### config.mk
export PLATFORM = sky130hd
export DESIGN_NAME = sm_result_formatter_flat
export DESIGN_NICKNAME = d
export VERILOG_FILES = /design/src/rtl/sm_result_formatter_if.sv /design/src/rtl/sm_result_formatter.sv /design/src/flat_wrapper.sv
export SDC_FILE = /design/constraint.sdc
export NUM_CORES = 1
export LEC_CHECK = 0
export CORE_UTILIZATION = 54
export CTS_CLUSTER_SIZE = 30
export DETAILED_ROUTE_END_ITERATION = 8
export PLACE_DENSITY_LB_ADDON = 0.25
export SLEW_MARGIN = 15
export SYNTH_ARGS = -nofsm -noshare
export SYNTH_HDL_FRONTEND = slang
export SYNTH_SLANG_ARGS = --single-unit
### constraint.sdc
create_clock -name clock -period 1.6 [get_ports clock]
set_input_delay 0.32 -clock clock [delete_from_list [all_inputs] [get_ports clock]]
set_output_delay 0.32 -clock clock [all_outputs]
set_load 0.03 [all_outputs]
### src/rtl/sm_result_formatter_if.sv
// Handshake and result bus between the arithmetic unit, the formatter and the display driver.
interface sm_result_formatter_if;
    logic        start;
    logic [16:0] answer_in;
    logic        ovw_in;
    logic        busy;
    logic        done;
    logic [19:0] digits;
    logic        sign;
    logic        err;
    logic [4:0]  blank;

    // Requester side: issues conversions and observes results
    modport master (
        output start, answer_in, ovw_in,
        input  busy, done, digits, sign, err, blank
    );

    // Formatter side
    modport slave (
        input  start, answer_in, ovw_in,
        output busy, done, digits, sign, err, blank
    );
endinterface

### src/rtl/sm_result_formatter.sv
// Sign-magnitude to BCD result formatter: captures a 17-bit sign-magnitude value,
// converts the magnitude with double dabble over 16 cycles, then publishes digits,
// sign, overflow flag and a leading-zero blanking mask in one FINISH cycle.
module sm_result_formatter #(
    parameter int unsigned MAG_WIDTH  = 16,
    parameter int unsigned NUM_DIGITS = 5
) (
    input logic                 clock,
    input logic                 reset,
    sm_result_formatter_if.slave bus
);

    localparam int unsigned BCD_W = 4 * NUM_DIGITS;
    localparam int unsigned CNT_W = $clog2(MAG_WIDTH);
    localparam logic [CNT_W-1:0] LAST_ITER = CNT_W'(MAG_WIDTH - 1);
    localparam logic [NUM_DIGITS-1:0] BLANK_RST = {{(NUM_DIGITS - 1){1'b1}}, 1'b0};

    typedef enum logic [1:0] {
        IDLE,
        SHIFT,
        FINISH
    } state_t;

    state_t state_q, state_d;

    logic [MAG_WIDTH-1:0]  bin_q, bin_d;
    logic [BCD_W-1:0]      bcd_q, bcd_d;
    logic [CNT_W-1:0]      cnt_q, cnt_d;
    logic                  sign_cap_q, sign_cap_d;
    logic                  err_cap_q, err_cap_d;

    logic [BCD_W-1:0]      digits_q, digits_d;
    logic                  sign_q, sign_d;
    logic                  err_q, err_d;
    logic [NUM_DIGITS-1:0] blank_q, blank_d;
    logic                  busy_q, busy_d;
    logic                  done_q, done_d;

    logic [BCD_W-1:0]      bcd_corr;
    logic [BCD_W-1:0]      fin_digits;
    logic [NUM_DIGITS-1:0] blank_fin;
    logic                  lead;

    // State register
    always_ff @(posedge clock) begin
        if (reset) begin
            state_q <= IDLE;
        end else begin
            state_q <= state_d;
        end
    end

    // Datapath and output registers
    always_ff @(posedge clock) begin
        if (reset) begin
            bin_q      <= '0;
            bcd_q      <= '0;
            cnt_q      <= '0;
            sign_cap_q <= 1'b0;
            err_cap_q  <= 1'b0;
            digits_q   <= '0;
            sign_q     <= 1'b0;
            err_q      <= 1'b0;
            blank_q    <= BLANK_RST;
            busy_q     <= 1'b0;
            done_q     <= 1'b0;
        end else begin
            bin_q      <= bin_d;
            bcd_q      <= bcd_d;
            cnt_q      <= cnt_d;
            sign_cap_q <= sign_cap_d;
            err_cap_q  <= err_cap_d;
            digits_q   <= digits_d;
            sign_q     <= sign_d;
            err_q      <= err_d;
            blank_q    <= blank_d;
            busy_q     <= busy_d;
            done_q     <= done_d;
        end
    end

    // Add-3 correction per digit and the final digit/blanking values
    always_comb begin
        bcd_corr = bcd_q;
        for (int unsigned i = 0; i < NUM_DIGITS; i++) begin
            if (bcd_q[4*i +: 4] >= 4'd5) begin
                bcd_corr[4*i +: 4] = bcd_q[4*i +: 4] + 4'd3;
            end
        end

        fin_digits = err_cap_q ? '0 : bcd_q;

        // A digit is blanked only if it and every more significant digit are zero;
        // the units digit is always shown.
        blank_fin = '0;
        lead      = 1'b1;
        for (int unsigned i = NUM_DIGITS - 1; i >= 1; i--) begin
            lead         = lead & (fin_digits[4*i +: 4] == 4'd0);
            blank_fin[i] = lead;
        end
    end

    // Next-state and next-register logic
    always_comb begin
        state_d    = state_q;
        bin_d      = bin_q;
        bcd_d      = bcd_q;
        cnt_d      = cnt_q;
        sign_cap_d = sign_cap_q;
        err_cap_d  = err_cap_q;
        digits_d   = digits_q;
        sign_d     = sign_q;
        err_d      = err_q;
        blank_d    = blank_q;
        busy_d     = busy_q;
        done_d     = 1'b0;

        case (state_q)
            IDLE: begin
                if (bus.start) begin
                    bin_d      = bus.answer_in[MAG_WIDTH-1:0];
                    bcd_d      = '0;
                    sign_cap_d = bus.answer_in[MAG_WIDTH] & (|bus.answer_in[MAG_WIDTH-1:0]);
                    err_cap_d  = bus.ovw_in;
                    cnt_d      = '0;
                    busy_d     = 1'b1;
                    state_d    = SHIFT;
                end
            end
            SHIFT: begin
                {bcd_d, bin_d} = {bcd_corr, bin_q} << 1;
                cnt_d          = cnt_q + 1'b1;
                if (cnt_q == LAST_ITER) begin
                    state_d = FINISH;
                end
            end
            FINISH: begin
                digits_d = fin_digits;
                sign_d   = sign_cap_q & ~err_cap_q;
                err_d    = err_cap_q;
                blank_d  = blank_fin;
                done_d   = 1'b1;
                busy_d   = 1'b0;
                state_d  = IDLE;
            end
            default: begin
                state_d = IDLE;
            end
        endcase
    end

    assign bus.busy   = busy_q;
    assign bus.done   = done_q;
    assign bus.digits = digits_q;
    assign bus.sign   = sign_q;
    assign bus.err    = err_q;
    assign bus.blank  = blank_q;

endmodule
### src/flat_wrapper.sv
// flat-port wrapper written by rule: the top's interface ports become plain ports
module sm_result_formatter_flat 
#(
    parameter int unsigned MAG_WIDTH  = 16,
    parameter int unsigned NUM_DIGITS = 5
)
  (clock, reset, bus_start, bus_answer_in, bus_ovw_in, bus_busy, bus_done, bus_digits, bus_sign, bus_err, bus_blank);
  sm_result_formatter_if bus_i ();
  input logic clock;
  input logic reset;
  input wire logic [$bits(bus_i.start)-1:0] bus_start;
  input wire logic [$bits(bus_i.answer_in)-1:0] bus_answer_in;
  input wire logic [$bits(bus_i.ovw_in)-1:0] bus_ovw_in;
  output wire logic [$bits(bus_i.busy)-1:0] bus_busy;
  output wire logic [$bits(bus_i.done)-1:0] bus_done;
  output wire logic [$bits(bus_i.digits)-1:0] bus_digits;
  output wire logic [$bits(bus_i.sign)-1:0] bus_sign;
  output wire logic [$bits(bus_i.err)-1:0] bus_err;
  output wire logic [$bits(bus_i.blank)-1:0] bus_blank;
  assign bus_i.start = bus_start;
  assign bus_i.answer_in = bus_answer_in;
  assign bus_i.ovw_in = bus_ovw_in;
  assign bus_busy = bus_i.busy;
  assign bus_done = bus_i.done;
  assign bus_digits = bus_i.digits;
  assign bus_sign = bus_i.sign;
  assign bus_err = bus_i.err;
  assign bus_blank = bus_i.blank;
  sm_result_formatter #(.MAG_WIDTH(MAG_WIDTH), .NUM_DIGITS(NUM_DIGITS)) u_core (.clock(clock), .reset(reset), .bus(bus_i));
endmodule
==> results.toml <==
[sta]
setup_violations = 0
maxSlewViolCount = 0
fmaxAchievable_ghz = 0.666
fin_hold_ws_ns = 0.277
fin_crit_sh_pct = 93.9
fin_tns_setup_ns = 0
relSlewSlack_pct = 63.0
clock_skew_ns = 0.0104
finalHoldViolCount = 0
rsz0062_at_grt = "no"
fin_crit_ns = 1.50
max_slew.worst_pin.slew_ns = 0.554

[clocking]
clk_pin_slew_worst_paths_ns = 0.07
cts.sinks = 72
cts.hold.buffers_added = 0
clk_path_buf_depth = 2
h-tree-depth = 3
numCtsBuffers = 9
cts_tree = "built"
insertion_delay_ns = 0.35
clockRootBuffer = "clkbuf_8"

[logic_synthesis]
yosys_warnings = 0
synth_nets = 411
synth_top_area_share_pct = 43.7
synth_edf_count = 0
synth-async-reset-ratio_pct = 0
synth.area.top_cells = "dfxtp_1, a21oi_1, a22o_1"
synth_top_area_cell = "dfxtp_1"
ys_types = 38
synth-seq-area-share_pct = 43.7
synthFlopType = "dfxtp_1"
syn_area_mm2 = 0.00330
avgSynthCellArea_um2 = 8.70
ys_seq_elements = 72
syn_inst = 379

[hold_path]
worstHoldStart = "reset"
holdCritPathClass = "in2reg"
hold_path_end = "u_core.bcd_q[11]"
min_path_cells = 2

[cells_and_area]
n_fill_cell = 497
multi_input_area_mm2 = 0.00166
antennaDiodeCount = 0
fin_cells = 514
register_area_mm2 = 0.00144
synthToLayoutAreaGrowth_pct = 25.2
fin_nets = 466
drive_above_1_share_pct = 13.9
finish.utilization_pct = 69.7

[critical_path]
rrSetupSlack_ns = 0.1
cp_max_fo = 7
slowest_stage = "dfxtp_2"
cp_num_buf_inv = 1
cp_cell_sequence = "inv_1, ha_1, nand2b_1, a21oi_1, mux2i_1, a22o_1"
critical_path.top_delay_family = "compound AO/OA/AOI/OAI gates"
crit_path_max_incr_delay_ns = 0.37
critPathCaptureType = "flip-flop"
r2r-end = "u_core.bcd_q[14]"
startpoint_type = "flip-flop"
critical_path_class = "reg2reg"
crit_required_ns = 1.84
worstRegToRegCells = 6
r2r-start = "u_core.bcd_q[12]"
path_depth = 6
arrival_ns = 1.74
startpoint = "u_core.bcd_q[12]"

[power_and_ir_drop]
p_comb_share_pct = 9.0
p_per_area_mw_per_mm2 = 909
leakagePower_nw = 1.72
power.internal_mw = 2.88
p_sw_mw = 0.869
power.share.clock_pct = 41.2
ir_drop_v = 0.000612
power_frac_seq_pct = 49.9
p_sw_share_pct = 23.2

[grt]
grt_pass1_wl_um = 12200
grtUsageMet3_pct = 3.75
antenna_found_initial = 0
grt-busiest-layer = "met2"
met1_usage_pct = 30.3
grt_max_degree = 29
grtUsageMet2_pct = 41.8
grt_overflow_total = 0
grt_pass1_vias = 2719
grt_use_total_pct = 24.7

[routing]
vias = 2913
drt-total-wl_um = 7360
drc_errors = 0
firstDrtPassIters = 4
avgViaCountPerCell = 5.67
postRouteAntennaNets = 0
post_drt_wl_per_cell_um = 14.3
first_iter_violations = 147

[floorplanning]
die_w_um = 80.1
die_area_mm2 = 0.00642
num_io_pins = 50
core_area_mm2 = 0.00592
start_util_pct = 55.7
rows = 28
die_h_um = 80.1

[place]
place_congestion = 0.823
dp_cells = 498
dp_hpwl_um = 5080
port_buffers = 48

[status]
status = "finished, final reports clean"

[run]
max_cap_viol_count = 0
-- synth_stat cells, types with 2 or more instances --
cell / number
o22ai_1: 2
buf_2: 13
xnor2_1: 5
ha_1: 11
a2111oi_2: 5
dfxtp_1: 72
nor3_1: 12
nor2_1: 52
nand2_1: 12
inv_1: 18
o221a_2: 7
a21oi_1: 50
nor2_2: 2
xor2_1: 3
nand3_1: 9
nor4_1: 10
nand3b_1: 7
mux2i_1: 5
nand2b_1: 9
nor2b_1: 6
nand4_1: 2
o21ai_0: 13
clkbuf_1: 7
buf_4: 6
a22o_1: 26
a22oi_1: 3
-- power groups by stage --
stage / Sequential (mW) / Clock (mW) / Combinational, mW
final: 1.87 / 1.54 / 0.336
after global routing: 1.87 / 1.64 / 0.375
after CTS: 1.87 / 1.55 / 0.333
after detailed placement: 1.91 / 0 / 0.333
after global placement: 1.91 / 0 / 0.327
after floorplan: 1.90 / 0 / 0.209
-- cells in the final DEF (no fill, tap or decap), types with 4 or more instances in the layout --
cell             count
inv_1               18
nand3_1              9
nor2_1              50
dfxtp_1             71
clkbuf_8            13
a22o_1              26
buf_4               21
nand2b_1             9
o221a_2              7
a21oi_1             48
xnor2_1              5
clkdlybuf4s50_1     19
nand2_1             12
nor4_1              10
nor2b_1              6
a2111oi_2            5
o21ai_0             13
nand3b_1             7
dlygate4sd2_1       28
ha_1                11
mux2i_1              5
nor3_1              12
nor2_2               4
-- through the flow --
step / power, mW / instance area [um^2] / setup slack [ns]
after detailed placement: 2.24 / 3920 / -0.377
final: 3.75 / 4130 / 0.0974
after global placement: 2.23 / 3920 / -0.365
after floorplan: 2.11 / 3300 / 0.206
after global routing: 3.89 / 4130 / 0.00419
after CTS: 3.76 / 4110 / 0.0349
-- layer usage --
metal / up-vias / share of wire (%) / wire length, um
met2: 69 / 48 / 3530
met1: 1381 / 47 / 3440
met4: 0 / 2.1 / 151
met3: 11 / 3.3 / 240
met5: - / 0 / 0
li1: 1452 / - / -
-- kinds of logic (layout without fill, tap and decap cells) --
kind of cell | count (synthesis) | after routing | synth area share, %
adders and majority gates | 11 | 11 | 4.18
other | 1 | 1 | 0.114
muxes | 5 | 5 | 1.52
buffers and inverters | 46 | 106 | 6.42
xor gates and xnor gates | 8 | 8 | 2.13
AOI/OAI and AO/OA | 110 | 110 | 23.0
and+or+nand+nor | 126 | 126 | 18.9
DFF | 72 | 72 | 43.7
-- worst max path at each step --
stage,slack (ns),endpoint
4_1_cts,0.03,u_core.bus.digits[16]
2_1_floorplan,0.21,u_core.bcd_q[6]
3_5_place_dp,-0.38,u_core.bcd_q[2]
6_report,0.1,u_core.bcd_q[14]
5_1_grt,0.004,u_core.bcd_q[6]
3_3_place_gp,-0.36,u_core.bcd_q[8]
-- flip-flops by register name (all words and copies together) (netlist names) --
register,cells
u_core.cnt_q,4
u_core.bus.done,1
u_core.state_q,2
u_core.err_cap_q,1
u_core.bus.err,1
u_core.sign_cap_q,1
u_core.bus.busy,1
u_core.bus.sign,1
u_core.bcd_q,20
u_core.bus.blank,4
u_core.bin_q,16
u_core.bus.digits,20
-- layout make-up --
class | count | share of cell area, %
inverters | 19 | 1.73
flip-flops and latches | 72 | 35.0
well taps | 75 | 2.27
clock inverters | 2 | 0.849
multi-input cells | 261 | 40.3
clock buffers | 14 | 4.43
repair buffers | 71 | 15.5
-- timing repair --
item                                    CTS  global route
resized for setup                        29             5
buffers inserted                          0             0
endpoints found under the setup margin   40            20
Note: power is estimated with default switching activity, not from simulation.
